`src/rtl/two_digit_display_pkg.sv`:
```
// Shared constants for the two-digit 7-segment display driver: active-low segment
// patterns {g,f,e,d,c,b,a}, anode patterns {tens,ones}, and the digit-select encoding.
package two_digit_display_pkg;

    localparam logic [6:0] SEG_0     = 7'b1000000;
    localparam logic [6:0] SEG_1     = 7'b1111001;
    localparam logic [6:0] SEG_2     = 7'b0100100;
    localparam logic [6:0] SEG_3     = 7'b0110000;
    localparam logic [6:0] SEG_4     = 7'b0011001;
    localparam logic [6:0] SEG_5     = 7'b0010010;
    localparam logic [6:0] SEG_6     = 7'b0000010;
    localparam logic [6:0] SEG_7     = 7'b1111000;
    localparam logic [6:0] SEG_8     = 7'b0000000;
    localparam logic [6:0] SEG_9     = 7'b0010000;
    localparam logic [6:0] SEG_DASH  = 7'b0111111;
    localparam logic [6:0] SEG_BLANK = 7'b1111111;

    localparam logic [1:0] AN_ONES = 2'b10;
    localparam logic [1:0] AN_TENS = 2'b01;
    localparam logic [1:0] AN_OFF  = 2'b11;

    typedef enum logic {
        SEL_ONES = 1'b0,
        SEL_TENS = 1'b1
    } sel_e;

endpackage

```
`src/rtl/two_digit_display_bcd_to_seg7.sv`:
```
// Combinational BCD to active-low 7-segment decoder; non-BCD codes 10-15 show a dash.
module bcd_to_seg7
    import two_digit_display_pkg::*;
(
    input  logic [3:0] bcd,
    output logic [6:0] seg
);

    always_comb begin
        seg = SEG_DASH;
        case (bcd)
            4'd0:    seg = SEG_0;
            4'd1:    seg = SEG_1;
            4'd2:    seg = SEG_2;
            4'd3:    seg = SEG_3;
            4'd4:    seg = SEG_4;
            4'd5:    seg = SEG_5;
            4'd6:    seg = SEG_6;
            4'd7:    seg = SEG_7;
            4'd8:    seg = SEG_8;
            4'd9:    seg = SEG_9;
            default: seg = SEG_DASH;
        endcase
    end

endmodule

```
`src/rtl/two_digit_display.sv`:
```
// Time-multiplexed two-digit common-anode display driver with per-frame input sampling.
// Optional LEADING_ZERO_BLANK_EN blanks the tens digit when it is zero.
module two_digit_display
    import two_digit_display_pkg::*;
#(
    parameter int REFRESH_DIV = 100000
) (
    input  logic       two_digit_display_clk,
    input  logic       two_digit_display_rst,
    input  logic [3:0] two_digit_display_first_num,
    input  logic [3:0] two_digit_display_second_num,
    output logic [6:0] two_digit_display_seg,
    output logic [1:0] two_digit_display_an,
    output logic       two_digit_display_dp
);

    localparam int CNT_W = (REFRESH_DIV > 1) ? $clog2(REFRESH_DIV) : 1;
    localparam logic [CNT_W-1:0] PRESC_LAST = CNT_W'(REFRESH_DIV - 1);

    logic [CNT_W-1:0] presc_q, presc_d;
    sel_e             sel_q, sel_d;
    logic [3:0]       shadow_ones_q, shadow_ones_d;
    logic [3:0]       shadow_tens_q, shadow_tens_d;
    logic [1:0]       an_q, an_d;
    logic [6:0]       seg_q, seg_d;
    logic             tick;
    logic [3:0]       dec_in;
    logic [6:0]       dec_out;

    assign tick = (presc_q == PRESC_LAST);

    // Leaving the tens slot means the next slot is a frame start: decode the live
    // ones input so the digit lit matches what is being latched on the same edge.
    always_comb begin
        dec_in = shadow_tens_q;
        if (sel_q == SEL_TENS) begin
            dec_in = two_digit_display_first_num;
        end
    end

    bcd_to_seg7 u_dec (
        .bcd (dec_in),
        .seg (dec_out)
    );

    always_comb begin
        presc_d       = presc_q + CNT_W'(1);
        sel_d         = sel_q;
        shadow_ones_d = shadow_ones_q;
        shadow_tens_d = shadow_tens_q;
        an_d          = an_q;
        seg_d         = seg_q;
        if (tick) begin
            presc_d = '0;
            if (sel_q == SEL_TENS) begin
                sel_d         = SEL_ONES;
                shadow_ones_d = two_digit_display_first_num;
                shadow_tens_d = two_digit_display_second_num;
                an_d          = AN_ONES;
                seg_d         = dec_out;
            end else begin
                sel_d = SEL_TENS;
                an_d  = AN_TENS;
                seg_d = dec_out;
`ifdef LEADING_ZERO_BLANK_EN
                // Anode still pulses so overall brightness does not shift.
                if (shadow_tens_q == 4'd0) begin
                    seg_d = SEG_BLANK;
                end
`endif
            end
        end
    end

    always_ff @(posedge two_digit_display_clk or negedge two_digit_display_rst) begin
        if (!two_digit_display_rst) begin
            presc_q       <= '0;
            sel_q         <= SEL_ONES;
            shadow_ones_q <= 4'd0;
            shadow_tens_q <= 4'd0;
            an_q          <= AN_OFF;
            seg_q         <= SEG_BLANK;
        end else begin
            presc_q       <= presc_d;
            sel_q         <= sel_d;
            shadow_ones_q <= shadow_ones_d;
            shadow_tens_q <= shadow_tens_d;
            an_q          <= an_d;
            seg_q         <= seg_d;
        end
    end

    assign two_digit_display_seg = seg_q;
    assign two_digit_display_an  = an_q;
    assign two_digit_display_dp  = 1'b1;

endmodule

```
`config.mk`:
```
export PLATFORM = sky130hd
export DESIGN_NAME = two_digit_display
export DESIGN_NICKNAME = d
export VERILOG_FILES = /design/src/rtl/two_digit_display_pkg.sv /design/src/rtl/two_digit_display_bcd_to_seg7.sv /design/src/rtl/two_digit_display.sv
export SDC_FILE = /design/constraint.sdc
export NUM_CORES = 1
export LEC_CHECK = 0
export ABC_CLOCK_PERIOD_IN_PS = 2600
export CORE_MARGIN = 3
export CORE_UTILIZATION = 23
export CTS_CLUSTER_SIZE = 40
export DETAILED_ROUTE_END_ITERATION = 12
export HOLD_SLACK_MARGIN = 0.08
export SKIP_LAST_GASP = 1
export SYNTH_ARGS = -nofsm -noshare
export SYNTH_HDL_FRONTEND = slang
export SYNTH_SLANG_ARGS = --single-unit
```
`constraint.sdc`:
```
create_clock -name two_digit_display_clk -period 2.6 [get_ports two_digit_display_clk]
set_input_delay 0.52 -clock two_digit_display_clk [delete_from_list [all_inputs] [get_ports two_digit_display_clk]]
set_output_delay 0.52 -clock two_digit_display_clk [all_outputs]
set_load 0.05 [all_outputs]
```
## After elaboration in Yosys (flattened, before gate mapping)

Memory sizes are Yosys's and may differ from the RTL's. A register that Yosys moved wholly into a read port is not among the register bits.
Cells that the tools add are included.
W data, S select, Z words.

| word-level totals | value |
|---|---|
| memories kept | 1 |
| memory bits (read-only) | 112 |
| input port bits | 10 |
| register bits after elaboration | 24 |
| output and inout port bits | 10 |

Memory list:

| name | depth | bits a word | rd ports | clocked after Yosys merged registers in | wr ports | line | RTL |
|---|---|---|---|---|---|---|---|
| (name not given) | 16 | 7 | 1 | 1 | 0 | two_digit_display_bcd_to_seg7.sv:11 | `case (bcd)` |

| operators by class | value |
|---|---|
| equality and inequality tests | 1 |
| reductions and logical operators | 2 |
| multiplexer cells | 4 |
| add/subtract/negate cells | 1 |

Operators by type and width:

| operator | count |
|---|---|
| $add A17 B1 Y17 const B | 1 |
| $eq A17 B17 Y1 const B | 1 |
| $mux W17 | 1 |
| $mux W4 | 1 |
| $mux W2 | 1 |
| $reduce_and A2 Y1 | 1 |
| $logic_not A1 Y1 | 1 |
| $mux W1 | 1 |

## Longest topological paths before layout

| logic depth | value |
|---|---|
| depth in word-level cells | 2 |
| depth in mapped cells | 8 |
| depth with buffers taken out | 6 |

## Hierarchy

Synthesis repeated with hierarchy kept, for this count alone.

| second synthesis, totals | value |
|---|---|
| cell total of the unflattened synthesis | 161 |
| area, all modules | 1626.6 um2 |

Modules (own cells, without submodules):

| module | times used | seq. area each (um2) | area an instance (um2) | cells each |
|---|---|---|---|---|
| two_digit_display | 1 | 787.0 | 1421.4 | 128 |
| bcd_to_seg7 | 1 | 0.0 | 205.2 | 33 |

## Worst setup path before layout

OpenSTA, ideal clock, no wires.

| path | value |
|---|---|
| kind | register to register |
| start | register presc_q[5] |
| end | register seg_q[1], in the netlist two_digit_display_seg[1] |
| library setup time | 0.082 ns |
| required time | 2.518 ns |
| data arrival time | 1.768 ns |
| cell stages (with the launch flop) | 4 |
| path slack | 0.750 ns |
| path through | dfrtp_1 or4_4 nor4_4 mux2_4 |

| between the ends | value |
|---|---|
| cells in the longest elaborated chain, start to end | 1 |

Ends and longest elaborated chain:

| element | line | RTL |
|---|---|---|
| from (decl) | two_digit_display.sv:20 | `logic [CNT_W-1:0] presc_q, presc_d;` |
| from (signal assigned) | two_digit_display.sv:84 | `presc_q <= presc_d;` |
| $eq A17 B17 Y1 | two_digit_display.sv:30 | `assign tick = (presc_q == PRESC_LAST);` |
| to (decl) | two_digit_display.sv:25 | `logic [6:0] seg_q, seg_d;` |

No other way between the ends.
A chain may end at the register's enable or synchronous reset.

## Worst setup path after layout

| path | value |
|---|---|
| start | register an_q[0], in the netlist two_digit_display_an[0] |
| end | output port two_digit_display_an[0] |

RTL lines:

| element | line | RTL |
|---|---|---|
| from (decl) | two_digit_display.sv:24 | `logic [1:0] an_q, an_d;` |
| from (signal assigned) | two_digit_display.sv:88 | `an_q <= an_d;` |
| to (decl) | two_digit_display.sv:13 | `output logic [1:0] two_digit_display_an,` |

No word-level cell between the ends.

==> results.py <==
metrics = {
    "cts": {
        "htreeDepth": 2,
        "cts-resized-gates": 0,
        "worstSkewPairLatency_ps": 280,
        "cts.sinks": 31,
        "ctsHoldBuffers": 0,
        "cts_buffers": 5,
        "cts_tree": "built",
        "clk_pin_slew_ps": 60,
        "root_buffer": "clkbuf_8",
        "cts_setup_buffers": 0,
        "clockBufferDepth": 2,
    },
    "worst_setup_path": {
        "arrival_ps": 1640,
        "worst-r2r-cell-count": 6,
        "cp_top_family": "buffers and inverters",
        "r2r-start": "sel_q",
        "critPathBufInv": 1,
        "crit_type": "flop to output pin",
        "crit_path_cell_trace": "clkdlybuf4s50_1",
        "rr_endpoint": "two_digit_display_seg[6]",
        "cp_max_fo": 2,
        "crit_slowest_cell": "clkdlybuf4s50_1",
        "crit_path_max_incr_delay_ps": 800,
        "regToRegSetupSlack_ps": 650,
        "cp.required_ps": 2080,
        "worstSetupEndpointType": "output pin",
        "worstSetupStartpointType": "flop",
    },
    "power": {
        "vdd_drop_max_mv": 0.161,
        "powerDensity_nw_per_um2": 444,
        "power_leakage_nw": 0.868,
    },
    "sta": {
        "tightestPinTransition_ps": 512,
        "max_freq_mhz": 464,
        "finalSetupViolCount": 0,
        "setup_slack_ps": 445,
        "tns_ps": 0,
        "maxSlewViolCount": 0,
        "rsz0062_at_grt": "no",
        "slew_headroom": 0.657,
        "clock_skew_ps": 5.89,
        "post-route-min-period_ps": 2160,
        "hold_violations": 0,
        "period_share": 0.829,
    },
    "die": {
        "die_area_sq_um": 8230,
        "die_height_um": 90.7,
        "row_count": 30,
        "ios": 20,
        "die_x_um": 90.7,
        "start_util": 0.240,
        "core_sq_um": 6870,
    },
    "place": {
        "placedCellCount": 268,
        "place.gp.congestion": 0.818,
        "place.port_buffers": 18,
        "post-place-ws_ps": 396,
        "hpwl_um": 2350,
    },
    "global_route": {
        "antenna_found_initial": 0,
        "grt_max_degree": 32,
        "grt.overflow.total": 0,
        "grt_pass1_vias": 1191,
        "track_usage": 0.0902,
        "grt_pass1_wl_um": 5870,
    },
    "logic_synthesis": {
        "postSynthCellCount": 154,
        "synthesis.area_sq_um": 1650,
        "yosys_warnings": 0,
        "synth_nets": 170,
        "avgSynthCellArea_sq_um": 10.7,
        "synth_seq_area_share": 0.477,
        "synth_async_sr_flop_share": 1.00,
        "yosys_register_bits": 31,
        "synthDistinctLibCells": 45,
        "ys_dominant_reg_cell": "dfrtp_1",
        "synth_edf_count": 0,
    },
    "job": {
        "cap_violations": 0,
    },
    "finish": {
        "final_cell_count_no_fill": 276,
        "layout-drive-gt1-share": 0.178,
        "antenna_cells": 0,
        "fill_cells": 696,
        "nNetsFinal": 195,
        "utilization": 0.297,
        "area_growth_pct": 23.5,
    },
    "route": {
        "vias_per_cell": 4.33,
        "wl_um": 3310,
        "postRouteAntennaNets": 0,
        "wl_per_cell_um": 12.0,
        "drc": 0,
        "drtIter0Drc": 62,
        "vias": 1194,
        "drt-pass1-iter-count": 4,
    },
    "min_path": {
        "min_from": "two_digit_display_an[1]",
        "worstHoldPathType": "flop to flop",
        "hold_path_end": "two_digit_display_an[1]",
        "hold_depth": 2,
    },
    "status": {
        "status": "finished, final reports clean",
    },
}
## layer usage
| layer | vias up | GRT usage | wire length [um] |
|---|---|---|---|
| li1 | 598 | - | - |
| met1 | 569 | 0.118 | 1590 |
| met2 | 21 | 0.129 | 1500 |
| met3 | 6 | 0.0317 | 150 |
| met4 | 0 | 0.0485 | 76 |
| met5 | - | 0 | 0 |
## cells by family (layout without fill, tap and decap cells)
| family | after synthesis | after routing | share of synthesized area |
|---|---|---|---|
| buf+inv | 10 | 36 | 0.0303 |
| fa+ha+maj | 6 | 6 | 0.0455 |
| simple gates | 60 | 60 | 0.204 |
| mux | 11 | 11 | 0.0742 |
| compound gates | 20 | 20 | 0.0879 |
| other cells | 1 | 1 | 0.00227 |
| flops | 31 | 31 | 0.477 |
| xor+xnor | 15 | 15 | 0.0795 |
## how the worst max path moves through the flow
stage | cells past startpoint | end | slack (ps) | startpoint
after floorplan | 3 | two_digit_display_seg[1] | 750 | presc_q[5]
after global placement | 6 | two_digit_display_seg[4] | 460 | two_digit_display_first_num[1]
after detailed placement | 7 | two_digit_display_seg[6] | 400 | two_digit_display_first_num[1]
after CTS | 1 | two_digit_display_an[0] | 420 | two_digit_display_an[0]
after global routing | 1 | two_digit_display_an[0] | 400 | two_digit_display_an[0]
final | 1 | two_digit_display_an[0] | 440 | two_digit_display_an[0]
## cell type report
cell class	count	area [sq um]	share of cell area
inverters	5	18.8	0.00920
flip-flops and latches	31	787	0.386
clock buffers	7	76.3	0.0374
repair buffers	23	218	0.107
multi-input cells	113	815	0.399
well taps	96	120	0.0589
clock inverters	1	5.00	0.00245
## cell usage in the layout (no fill, tap or decap), types with 6 or more instances in the layout
cell	instances
dfrtp_1	22
clkdlybuf4s50_1	18
nand2_1	16
nor2_1	14
dfstp_2	9
xnor2_1	8
nand4_1	7
xor2_1	7
mux2_2	6
ha_1	6
## registers in the layout, indices dropped and copies added, names as in the netlist
signal and cells:
two_digit_display_seg 7, two_digit_display_an 2, presc_q 17, sel_q 1, shadow_tens_q 4
## where the power goes
group          internal [mW]  leakage [nW]  switching [mW]
Clock                  0.187        0.0422           0.168
Combinational         0.0273         0.449          0.0319
Sequential             0.486         0.377         0.00378
## Yosys cell counts, types with 2 or more instances
cell       n  area (sq um)
mux2_2     6          67.6
a21o_1     3          22.5
nand2_1   16          60.1
clkbuf_1   2          7.51
nand2b_1   2          12.5
a21boi_0   2          15.0
nand3_1    3          15.0
dfrtp_1   22           551
xnor2_1    8          70.1
inv_1      5          18.8
nor4b_1    2          17.5
o21ai_0    3          15.0
nor3_1     3          15.0
nor2_1    14          52.6
xor2_1     7          61.3
o211ai_1   2          15.0
and3_1     2          12.5
dfstp_2    9           236
mux2i_1    4          40.0
ha_1       6          75.1
nand4_1    7          43.8
a221oi_1   3          26.3
## through the flow
| stage | hold WS, ps | area, sq um | power, mW |
|---|---|---|---|
| finish | 459 | 2040 | 0.905 |
| global route | 476 | 2040 | 0.954 |
| CTS | 464 | 2040 | 0.921 |
| detailed placement | 452 | 1960 | 0.558 |
| global placement | 449 | 1960 | 0.558 |
| floorplan | 224 | 1650 | 0.525 |
Note: power is estimated with default switching activity, not from simulation.
